[config.mk]
export PLATFORM = sky130hd
export DESIGN_NAME = vga_timing_gen
export DESIGN_NICKNAME = d
export VERILOG_FILES = /design/src/rtl/vga_timing_gen.sv
export SDC_FILE = /design/constraint.sdc
export NUM_CORES = 1
export LEC_CHECK = 0
export BUFFER_PORTS_ARGS = -buffer_cell sky130_fd_sc_hd__buf_2
export CAP_MARGIN = 15
export CELL_PAD_IN_SITES_DETAIL_PLACEMENT = 2
export CELL_PAD_IN_SITES_GLOBAL_PLACEMENT = 2
export CORE_UTILIZATION = 32
export CTS_BUF_LIST = sky130_fd_sc_hd__clkbuf_4 sky130_fd_sc_hd__clkbuf_8
export CTS_CLUSTER_DIAMETER = 150
export DETAILED_ROUTE_END_ITERATION = 12
export PLACE_DENSITY = 0.86
export SYNTH_ARGS = -nofsm -noshare
export SYNTH_HDL_FRONTEND = slang
export SYNTH_SLANG_ARGS = --single-unit
[constraint.sdc]
create_clock -name CLK -period 2.5 [get_ports CLK]
set_input_delay 0.375 -clock CLK [delete_from_list [all_inputs] [get_ports CLK]]
set_output_delay 0.375 -clock CLK [all_outputs]
set_load 0.005 [all_outputs]
[src/rtl/vga_timing_gen.sv]
// VGA timing generator: clock-enable pixel divider, H/V raster counters and
// registered sync/blank/strobe outputs aligned with the pixel coordinates.
module vga_timing_gen #(
    parameter int unsigned H_ACTIVE = 640,
    parameter int unsigned H_FP     = 16,
    parameter int unsigned H_SYNC   = 96,
    parameter int unsigned H_BP     = 48,
    parameter int unsigned V_ACTIVE = 480,
    parameter int unsigned V_FP     = 10,
    parameter int unsigned V_SYNC   = 2,
    parameter int unsigned V_BP     = 33,
    parameter bit          HS_POL   = 1'b0,
    parameter bit          VS_POL   = 1'b0,
    parameter int unsigned CLK_DIV  = 4,
    parameter int unsigned CW       = 11
) (
    input  logic          CLK,
    input  logic          RESET,
    input  logic          EN,
    output logic          pixel_tick,
    output logic          hsync,
    output logic          vsync,
    output logic          video_on,
    output logic          line_start,
    output logic          frame_start,
    output logic [CW-1:0] pixel_x,
    output logic [CW-1:0] pixel_y
);

    localparam int unsigned H_TOTAL = H_ACTIVE + H_FP + H_SYNC + H_BP;
    localparam int unsigned V_TOTAL = V_ACTIVE + V_FP + V_SYNC + V_BP;
    localparam int unsigned H_SS    = H_ACTIVE + H_FP;
    localparam int unsigned H_SE    = H_ACTIVE + H_FP + H_SYNC - 1;
    localparam int unsigned V_SS    = V_ACTIVE + V_FP;
    localparam int unsigned V_SE    = V_ACTIVE + V_FP + V_SYNC - 1;
    localparam int unsigned DW      = (CLK_DIV > 1) ? $clog2(CLK_DIV) : 1;

    logic [DW-1:0] r_div_cnt;
    logic [CW-1:0] r_x;
    logic [CW-1:0] r_y;
    logic          r_hsync;
    logic          r_vsync;
    logic          r_video_on;
    logic          r_line_start;
    logic          r_frame_start;

    logic          w_div_last;
    logic          w_tick;
    logic          w_x_wrap;
    logic          w_y_wrap;
    logic [CW-1:0] w_x_next;
    logic [CW-1:0] w_y_next;
    logic          w_hs_next;
    logic          w_vs_next;
    logic          w_vo_next;

    // With CLK_DIV=1 the divider stays at 0, so w_div_last is constantly true.
    assign w_div_last = (r_div_cnt == DW'(CLK_DIV - 1));
    assign w_tick     = EN & w_div_last;
    assign w_x_wrap   = (r_x == CW'(H_TOTAL - 1));
    assign w_y_wrap   = (r_y == CW'(V_TOTAL - 1));

    always_comb begin
        w_x_next = r_x;
        w_y_next = r_y;
        if (w_tick) begin
            w_x_next = w_x_wrap ? '0 : r_x + CW'(1);
            if (w_x_wrap) begin
                w_y_next = w_y_wrap ? '0 : r_y + CW'(1);
            end
        end
    end

    // Decode from the next counts so the registered outputs line up with pixel_x/pixel_y.
    always_comb begin
        w_hs_next = ((w_x_next >= CW'(H_SS)) && (w_x_next <= CW'(H_SE))) ? HS_POL : ~HS_POL;
        w_vs_next = ((w_y_next >= CW'(V_SS)) && (w_y_next <= CW'(V_SE))) ? VS_POL : ~VS_POL;
        w_vo_next = (w_x_next < CW'(H_ACTIVE)) && (w_y_next < CW'(V_ACTIVE));
    end

    always_ff @(posedge CLK or posedge RESET) begin
        if (RESET) begin
            r_div_cnt     <= '0;
            r_x           <= CW'(H_TOTAL - 1);
            r_y           <= CW'(V_TOTAL - 1);
            r_hsync       <= ~HS_POL;
            r_vsync       <= ~VS_POL;
            r_video_on    <= 1'b0;
            r_line_start  <= 1'b0;
            r_frame_start <= 1'b0;
        end else if (EN) begin
            r_div_cnt     <= w_div_last ? '0 : r_div_cnt + DW'(1);
            r_x           <= w_x_next;
            r_y           <= w_y_next;
            r_hsync       <= w_hs_next;
            r_vsync       <= w_vs_next;
            r_video_on    <= w_vo_next;
            r_line_start  <= w_tick & w_x_wrap;
            r_frame_start <= w_tick & w_x_wrap & w_y_wrap;
        end
    end

    assign pixel_tick  = w_tick;
    assign hsync       = r_hsync;
    assign vsync       = r_vsync;
    assign video_on    = r_video_on;
    assign line_start  = r_line_start;
    assign frame_start = r_frame_start;
    assign pixel_x     = r_x;
    assign pixel_y     = r_y;

endmodule

Yosys cells after proc, flatten, opt, wreduce, memory -nomap -nowiden
Cells that the tools add are included.

Output and inout bits: 28. Word-level logic and storage cells: 34. Register bits after elaboration: 29. Bits of input ports: 3.

Add/sub/neg operators: 3. Mux-type cells: 8. Reduce and logical (&&, ||, !) cells: 3. Bitwise gates (word level): 3. Equality and inequality tests: 3. $lt $le $gt $ge: 6.

Operator list (count): $mux W11 (5); $add A11 B1 Y11 const B (2); $eq A11 B10 Y1 const B (2); $ge A11 B10 Y1 const B (1); $ge A11 B9 Y1 const B (1); $le A11 B10 Y1 const B (1); $le A11 B9 Y1 const B (1); $lt A11 B10 Y1 const B (1); $lt A11 B9 Y1 const B (1); $and A1 B1 Y1 (3); $logic_and A1 B1 Y1 (3); $add A2 B1 Y2 const B (1); $eq A2 B2 Y1 const B (1); $mux W1 (2); $mux W2 (1).

Longest topological paths before layout
Gate-level depths: netlist of run 1.

Word-level depth: 7. Mapped depth: 8. Depth with buffers taken out: 8.

Worst setup path after synthesis of run 1
OpenSTA, ideal clock, no wires.

Path type: reg2reg. From: register r_x[0], in the netlist pixel_x[0]. To: register r_vsync, in the netlist vsync. Cell stages (with the launch flop): 9. Buffers on the path: 1. Library setup time: 0.083 ns. Setup slack: -0.012 ns. Arrival time: 2.429 ns. Data required time: 2.417 ns. Clock period less this slack: 2.512 ns. Cell sequence: dfstp_2 > ha_1 > nand4_4 > or3_1 > buf_2 > or4_4 > o21ai_2 > nand3_2 > o32a_1.

Word-level cells in the longest chain between the ends: 6. Elaborated cells on any way between the ends: 7.

Ends and longest elaborated chain: from (decl) (RTL line 39) `logic [CW-1:0] r_x;`; from (signal assigned) (RTL line 84) `r_x <= CW'(H_TOTAL - 1);`; from (signal assigned) (RTL line 93) `r_x <= w_x_next;`; $eq A11 B10 Y1 (*) (RTL line 60) `assign w_x_wrap = (r_x == CW'(H_TOTAL - 1));`; $mux W11 (*) (RTL line 68) `if (w_x_wrap) begin`; $mux W11 (*) (RTL line 66) `if (w_tick) begin`; $ge A11 B9 Y1 or $le A11 B9 Y1 (tied branches) (RTL line 77) `w_vs_next = ((w_y_next >= CW'(V_SS)) && (w_y_next <= CW'(V_SE))) ? VS_POL : ~VS_POL;`; $logic_and A1 B1 Y1 (*) (RTL line 77); $mux W1 (*) (RTL line 77); to (signal assigned) (RTL line 87) `r_vsync <= ~VS_POL;`; to (signal assigned) (RTL line 96) `r_vsync <= w_vs_next;`; to (decl) (RTL line 42) `logic r_vsync;`.

Every way passes the cells marked *; elsewhere a longest branch is shown, timed or not. A chain may end at the register's enable or synchronous reset.

Worst setup path after layout of run 1
From: register r_x[9], in the netlist pixel_x[9]. To: register r_vsync, in the netlist vsync.

Same word-level chain as after synthesis.

==> results of run 1 <==
## path summary, 6_finish.rpt
kind / start / end / slack [ns]
worst max-delay path: pixel_x[9]$_DFFE_PP1P_ / vsync$_DFFE_PP1P_ / 0.07
worst max register to register: pixel_x[9]$_DFFE_PP1P_ / vsync$_DFFE_PP1P_ / 0.07
min in group CLK: EN / frame_start$_DFFE_PP0P_ / 0.44
worst min register to register: pixel_y[3]$_DFFE_PP1P_ / pixel_y[3]$_DFFE_PP1P_ / 0.53
max in group asynchronous: RESET / pixel_x[2]$_DFFE_PP1P_ / 2.02
worst min-delay path: RESET / pixel_x[6]$_DFFE_PP0P_ / 0.16
## power by group through the flow
stage                     Sequential [mW]  Combinational (mW)  Clock [mW]
after detailed placement            0.595               0.273           0
after CTS                           0.592               0.303       0.535
after global placement              0.585               0.255           0
after floorplan                     0.592               0.138           0
final                               0.596               0.325       0.536
after global routing                0.604               0.354       0.561
## registers in the layout, summed over array words and instances (netlist names)
signal,count
pixel_y,11
vsync,1
line_start,1
pixel_x,11
hsync,1
video_on,1
frame_start,1
r_div_cnt,2
## placed cells by master, fill, tap and decap left out, types with 3 or more instances in the layout
cell,netlist,final
a21oi_1,6,6
and2_1,3,3
buf_2,3,30
buf_4,1,23
clkbuf_8,0,6
dfrtp_1,17,17
dfstp_2,12,12
ha_1,4,3
inv_1,14,14
mux2i_1,3,3
nand2_1,20,20
nand3_1,13,13
nand4_1,6,6
nor2_1,7,7
nor4_1,4,3
o21ai_0,10,9
xnor2_1,3,3
xor2_1,9,9
## cell type report
class                           instances  area (um2)
Tap cell                               67        83.8
Timing Repair Buffer                   53         323
Clock inverter                          1        30.0
Inverter                               14        52.6
Clock buffer                            7        90.1
Multi-Input combinational cell        122         887
Fill cell                             527        2640
Sequential cell                        29         741
## cells by family (layout without fill, tap and decap cells)
logic type | Yosys count | in the layout
AOI/OAI and AO/OA | 27 | 27
DFF | 29 | 29
adders and majority gates | 4 | 4
and+or+nand+nor | 74 | 74
muxes | 5 | 5
buffers and inverters | 21 | 75
xor gates and xnor gates | 12 | 12
## tightest hold or removal path: stages
cell   delay (ns)
buf_2        0.10
inv_1        0.04
buf_4        0.35
## layer usage
layer,GRT usage,wire length (um),share of wire
met4,0.115,216,0.036
met1,0.277,2410,0.40
met2,0.397,3170,0.52
met3,0.0590,265,0.044
met5,0,0,0
## stage by stage
stage	setup TNS, ns	utilization	instances	setup slack, ns
3_5_place_dp	-0.0908	0.407	279	-0.0908
4_1_cts	0	0.440	288	0.0000360
3_3_place_gp	0	0.407	279	0.0993
6_report	0	0.455	293	0.0682
2_1_floorplan	0	-	172	0.0256
5_1_grt	-0.0927	0.455	293	-0.0752
## cell usage after synthesis
library cell	instances
nand3_2	1
xnor2_1	3
a21oi_1	6
and2_1	3
mux2_2	2
inv_1	14
o311ai_0	1
nor3_2	1
buf_6	1
nand4bb_1	1
nand3_1	13
or3_1	2
mux2i_1	3
or4_1	2
o21ai_0	10
clkbuf_1	2
xor2_1	9
o2111ai_1	1
dfstp_2	12
or4_4	1
o32ai_1	2
or2_0	1
or2_2	1
o22ai_1	1
nand4_4	1
nor3_1	4
and3_1	2
nand4_1	6
nand4bb_4	1
nor4b_1	3
o21ai_2	1
nor2_1	7
dfrtp_1	17
o32a_1	2
o31ai_1	2
nand2_1	20
buf_2	3
buf_4	1
ha_1	4
a31oi_1	1
nor4_1	4
## repair_timing
action,CTS,global route
pin swaps,1,2
buffers inserted,1,5
hold buffers,0,0
setup endpoints to repair,1,3
resized for setup,6,6
==> results_dict.tcl, run 1 <==
set metrics [dict create \
    path_cells "nand4bb_4, nor3_4, nand4_1, xor2_1, or4_1, o32a_1" \
    vias 1576 \
    synth_nets 179 \
    total_power_mw 1.46 \
    seq_area_frac_synth 0.448 \
    yosys.area_share.simple 0.265 \
    grt_antenna_before_repair 0 \
    setup_violations 0 \
    antennaDiodeCount 0 \
    start_util 0.341 \
    cp-start-kind "flop" \
    maxCapViolCount 0 \
    track_usage 0.235 \
    synth_xor_xnor_area_share 0.0636 \
    power.share.clock 0.368 \
    slew_headroom 0.626 \
    clk_latency_ns 0.29 \
    drc_errors 0 \
    status "complete, no violations" \
    post_drt_wl_per_cell_um 20.7 \
    ys_ff_latch 29 \
    whs_ns 0.155 \
    h-tree-depth 2 \
    grt_pass1_wl_um 9250 \
    rr_worst_depth 6 \
    synth.distinct_cells 41 \
    slowest_delay_ns 0.61 \
    power_density_nw_per_um2 660 \
    ant_nets 0 \
    crit_buf_inv 0 \
    yosysWarnings 0 \
    grt_max_degree 30 \
    die-area_um2 5450 \
    die_h_um 73.8 \
    path_clk_slew_ns 0.07 \
    ioPinCount 31 \
    drt_iter0_markers 64 \
    clock_skew_ns 0.0110 \
    cts_buffer_depth 2 \
    port_buffers 30 \
    crit_cells 6 \
    die_w_um 73.8 \
    comb_power_share 0.223 \
    synthTopCellsByArea "dfrtp_1 26%, dfstp_2 19%, xor2_1 4.8%, nand2_1 4.5%, nand3_1 3.9%" \
    placed_area_um2 1970 \
    place_hpwl_um 4050 \
    tightest_slew_ns 0.554 \
    grt_pass1_vias 1728 \
    critPathTopFamily "simple AND/OR/NAND/NOR gates" \
    leakage_nw 1.03 \
    overflow 0 \
    synthToLayoutAreaGrowth_pct 33.6 \
    crit_slowest_cell "dfstp_2" \
    ir_worst_vdd_v 0.000425 \
    required_ns 2.72 \
    via_per_inst 5.38 \
    synth_top_family_by_area "simple AND/OR/NAND/NOR gates" \
    hold_violations 0 \
    cts_root_buf "clkbuf_8" \
    syn_inst 172 \
    end_kind "flop" \
    coreArea_um2 4850 \
    gp_congestion 0.800 \
    syn_avg_cell_area_um2 9.60 \
    sequentialPowerShare 0.409 \
    synth_compound_area_frac 0.104 \
    synth_mux_area_frac 0.0318 \
    p_switching_mw 0.426 \
    synth_top_area_frac 0.258 \
    slew_violations 0 \
    cp.arrival_ns 2.66 \
    fin_crit_ns 2.43 \
    nets 232 \
    yosys.area_share.adder 0.0303 \
    rows 25 \
    yosysTopAreaCell "dfrtp_1" \
    internal_power_mw 1.03 \
    period_share 0.973 \
    clock_sinks 29 \
    switching_share 0.293 \
    final_area_um2 2210 \
    worst-path-max-fanout 6 \
    final_layout_size_suffix_gt1_frac 0.398 \
    cts_made_buffers 5 \
    synth_area_um2 1650 \
    fmax_mhz 411 \
    first_pass_iters 4 \
    path_class "flop to flop" \
    hold_class "input port to asynchronous set/reset pin" \
    wirelength_um 6060 \
    cts_tree "built" \
]
No activity file was read; power rests on OpenSTA's default activity.
==> run 2, diff against run 1 <==
clock period = 2.2 ns   (was 2.5 ns; I/O delays follow)
==> run 2 against run 1 <==
  * The flow now finishes with violations (negative setup slack)
  * Clock power is 11% lower
  * Flip-flop and latch count stayed put
  * Worst setup slack got worse by 0.51 ns
  * Largest power group unchanged
  * Sequential share of layout area down 5.1 points
==> results_dict.tcl, run 2 (synthesis gave the netlist of run 1 again) <==
set metrics [dict create \
    status "finished, violations left" \
    failed_checks "negative setup slack" \
    drc_errors 0 \
    post_drt_wl_per_cell_um 25.3 \
    tightest_slew_ns 0.404 \
    synthToLayoutAreaGrowth_pct 57.5 \
    die-area_um2 5450 \
    hold_class "input port to asynchronous set/reset pin" \
    wirelength_um 8370 \
    required_ns 2.40 \
    grt_pass1_wl_um 10800 \
    grt_antenna_before_repair 0 \
    placed_cells 307 \
    final_layout_size_suffix_gt1_frac 0.549 \
    total_power_mw 1.63 \
    cp.arrival_ns 2.84 \
    overflow 0 \
    ff2ff_setup_slack_ns -0.44 \
    fin_crit_ns 2.64 \
    port_buffers 30 \
    placed_area_um2 2190 \
    maxCapViolCount 0 \
    ant_nets 0 \
    cts_buffer_depth 2 \
    slew_violations 0 \
    coreArea_um2 4850 \
    grt_setup_unrepaired "true" \
    finalSetupTns_ns -1.00 \
    h-tree-depth 2 \
    ioPinCount 31 \
    mostFrequentLayoutCells "54 x buf_4, 30 x buf_2, 19 x nand2_1" \
    path_clk_slew_ns 0.09 \
    grt_max_degree 30 \
    fin_cells 331 \
    die_w_um 73.8 \
    place_hpwl_um 4380 \
    setup_violations 5 \
    nets 270 \
    power_density_nw_per_um2 627 \
    leakage_nw 1.25 \
    cp-start-kind "flop" \
    fin_ws_ns -0.441 \
    worst-path-max-fanout 4 \
    start_util 0.341 \
    gp_congestion 0.827 \
    period_share 1.20 \
    fmax_mhz 379 \
    hold_violations 0 \
    end_kind "flop" \
    cts_made_buffers 5 \
    drt_iter0_markers 105 \
    grt_pass1_vias 1883 \
    path_class "flop to flop" \
    slew_headroom 0.730 \
    clk_latency_ns 0.30 \
    rows 25 \
    die_h_um 73.8 \
    clock_sinks 29 \
    ir_worst_vdd_v 0.000570 \
    cts_root_buf "clkbuf_8" \
    via_per_inst 5.52 \
    first_pass_iters 4 \
    track_usage 0.277 \
    whs_ns 0.132 \
    final_common_cell "buf_4" \
    final_area_um2 2600 \
    rr_worst_depth 8 \
    vias 1826 \
    cts_tree "built" \
    clock_skew_ns 0.0219 \
    antennaDiodeCount 0 \
]
-- run 2: worst max-delay path, stage by stage (launching register included) --
cell and delay, ns:
dfstp_2 0.57, nand4bb_4 0.22, nor3_4 0.28, buf_6 0.14
buf_4 0.10, nand3_1 0.11, xor2_1 0.23, or4_4 0.51
o32a_1 0.39
-- run 2: per-stage QoR --
stage	utilization	worst slack, ns
after floorplan	-	-0.141
after global placement	0.453	-0.0235
after detailed placement	0.453	-0.160
after CTS	0.498	-0.164
after global routing	0.537	-0.474
final	0.537	-0.441
-- run 2: where the power goes --
part           internal, mW  switching, mW
combinational         0.235          0.233
sequential            0.616         0.0720
clock                 0.232          0.244
total                  1.08          0.548
-- run 2: what timing repair did --
action,CTS,global route
setup endpoints to repair,2,4
pin swaps,8,14
buffers inserted,5,11
resized for setup,19,23
hold buffers,0,0
-- run 2: routing by layer --
metal	track usage	routed length (um)	vias up
met2	0.471	4210	58
li1	-	-	795
met3	0.0562	297	28
met4	0.115	355	0
met1	0.340	3510	945
met5	0	0	-
-- run 2: area by class of cell --
| class | instances | area, um2 |
|---|---|---|
| fillers | 507 | 2250 |
| well taps | 67 | 83.8 |
| multi-input cells | 122 | 1000 |
| inverters | 14 | 52.6 |
| flip-flops and latches | 29 | 741 |
| repair buffers | 91 | 634 |
| clock inverters | 2 | 10.0 |
| clock buffers | 6 | 76.3 |
-- run 2: final timing paths --
path | endpoint | startpoint
min reg2reg | hsync$_DFFE_PP1P_ | hsync$_DFFE_PP1P_
max in group asynchronous | pixel_x[8]$_DFFE_PP1P_ | RESET
min in group CLK | hsync$_DFFE_PP1P_ | EN
min | frame_start$_DFFE_PP0P_ | RESET
max reg2reg | vsync$_DFFE_PP1P_ | pixel_x[9]$_DFFE_PP1P_
max | vsync$_DFFE_PP1P_ | pixel_x[9]$_DFFE_PP1P_
==> run 3, diff against run 2 <==
CORE_UTILIZATION = 38   (was 32)
PLACE_DENSITY = 0.95   (was 0.86)
clock period = 3.1 ns   (was 2.2 ns; I/O delays follow)
==> run 3 against run 2 <==
  * The run now ends clean
  * First-iteration DRC count decreased by 47%
  * Clock skew decreased by 0.020 ns
  * Routed wire length decreased by 36%
  * Design area decreased by 25%
  * Power decreased by 41%
  * Sequential power decreased by 29%
==> results_dict.tcl, run 3 (synthesis gave the netlist of run 1 again) <==
set metrics [dict create \
    status "complete, no violations" \
    post_drt_wl_per_cell_um 20.8 \
    comb_power_share 0.163 \
    first_pass_iters 4 \
    antennaDiodeCount 0 \
    track_usage 0.263 \
    rows 23 \
    fmax_mhz 357 \
    port_buffers 30 \
    ir_worst_vdd_v 0.000472 \
    cts_buffer_depth 2 \
    grt_antenna_before_repair 0 \
    leakage_nw 0.896 \
    setup_violations 0 \
    p_switching_mw 0.285 \
    nFillCells 464 \
    start_util 0.404 \
    cp-start-kind "flop" \
    fin_crit_ns 2.80 \
    drt_iter0_markers 56 \
    multiInputGateArea_um2 817 \
    via_per_inst 5.77 \
    overflow 0 \
    grt_max_degree 28 \
    path_class "flop to flop" \
    h-tree-depth 2 \
    synthToLayoutAreaGrowth_pct 18.2 \
    period_share 0.903 \
    crit_buf_inv 0 \
    grt_pass1_wl_um 8540 \
    internal_power_mw 0.673 \
    wirelength_um 5330 \
    place_hpwl_um 3770 \
    final_common_cell "buf_2" \
    vias 1476 \
    slowest_delay_ns 0.56 \
    ioPinCount 31 \
    mostFrequentLayoutCells "30 x buf_2, 20 x nand2_1, 17 x dfrtp_1" \
    ctsResizeCount 0 \
    gp_congestion 0.899 \
    timing.rr.start "pixel_x[0]$_DFFE_PP1P_" \
    die_h_um 67.9 \
    crit_slowest_cell "dfstp_2" \
    total_power_mw 0.959 \
    power_density_nw_per_um2 491 \
    rr_worst_depth 7 \
    hold_class "input port to asynchronous set/reset pin" \
    grt_setup_unrepaired "false" \
    seq_area_um2 741 \
    slew_headroom 0.645 \
    clock_sinks 29 \
    maxCapViolCount 0 \
    cts_tree "built" \
    die_w_um 67.9 \
    grt_pass1_vias 1608 \
    switching_share 0.298 \
    hold_violations 0 \
    path_cells "ha_1, nand4_4, nor3_1, nand4_1, xor2_1, or4_1, o32a_1" \
    critPathTopFamily "simple AND/OR/NAND/NOR gates" \
    clock_skew_ns 0.00184 \
    post_cts_buffers 0 \
    cp.arrival_ns 3.01 \
    cts_made_buffers 5 \
    ant_nets 0 \
    drc_errors 0 \
    crit_cells 7 \
    cts_root_buf "clkbuf_8" \
    required_ns 3.31 \
    die-area_um2 4610 \
    worstReg2RegEnd "vsync$_DFFE_PP1P_" \
    end_kind "flop" \
    worst-path-max-fanout 10 \
    ff2ff_setup_slack_ns 0.30 \
    clk_latency_ns 0.28 \
    sequentialPowerShare 0.509 \
    tightest_slew_ns 0.531 \
    nets 212 \
    power.share.clock 0.328 \
    holdBufCountCts 0 \
    coreArea_um2 4090 \
    finalSetupTns_ns 0 \
    final_util 0.478 \
    slew_violations 0 \
    final_layout_size_suffix_gt1_frac 0.301 \
    path_clk_slew_ns 0.06 \
]
-- run 3: cell count changes in the layout (fill, tap and decap cells not counted), moves of 3 or more --
cell,change
buf_4,-52
buf_6,-7
ha_1,+3
nor4_1,+3
nor4b_1,+3
-- run 3: power by group through the flow --
stage	clock, mW	sequential (mW)	combinational (mW)
4_1_cts	0.318	0.488	0.156
3_5_place_dp	0	0.494	0.154
5_1_grt	0.329	0.497	0.177
6_report	0.314	0.488	0.156
3_3_place_gp	0	0.488	0.144
2_1_floorplan	0	0.477	0.110
-- run 3: per-layer routing --
metal  GRT usage  part of all wire  up-vias
met5           0                 0        -
met4       0.107             0.021        0
met3      0.0500             0.030       11
met2       0.485              0.54       42
met1       0.292              0.40      745
li1            -                 -      678
-- run 3: area by class of cell --
type	count	area share
Inverter	14	0.0269
Timing Repair Buffer	33	0.0987
Clock inverter	2	0.00513
Sequential cell	29	0.379
Tap cell	50	0.0321
Multi-Input combinational cell	122	0.419
Clock buffer	6	0.0391
-- run 3: worst register-to-register path, stage by stage, from the launching register on --
cell	delay, ns
dfstp_2	0.56
ha_1	0.29
nand4_4	0.22
nor3_1	0.43
nand4_1	0.16
xor2_1	0.20
or4_1	0.49
o32a_1	0.37
-- run 3: worst max-delay path by stage --
stage	startpoint	endpoint	slack [ns]
detailed placement	pixel_x[0]$_DFFE_PP1P_	vsync$_DFFE_PP1P_	0.28
floorplan	pixel_x[0]$_DFFE_PP1P_	vsync$_DFFE_PP1P_	0.59
global placement	pixel_x[0]$_DFFE_PP1P_	vsync$_DFFE_PP1P_	0.52
CTS	pixel_x[0]$_DFFE_PP1P_	vsync$_DFFE_PP1P_	0.27
global route	pixel_x[0]$_DFFE_PP1P_	vsync$_DFFE_PP1P_	0.14
finish	pixel_x[0]$_DFFE_PP1P_	vsync$_DFFE_PP1P_	0.30
-- run 3: metrics by stage --
step	instance area [um2]	hold slack (ns)	setup slack (ns)	cells
2_1_floorplan	1650	0.483	0.588	172
3_3_place_gp	1840	0.485	0.515	247
3_5_place_dp	1840	0.502	0.279	247
4_1_cts	1920	0.489	0.270	255
5_1_grt	1950	0.241	0.140	256
6_report	1950	0.210	0.302	256
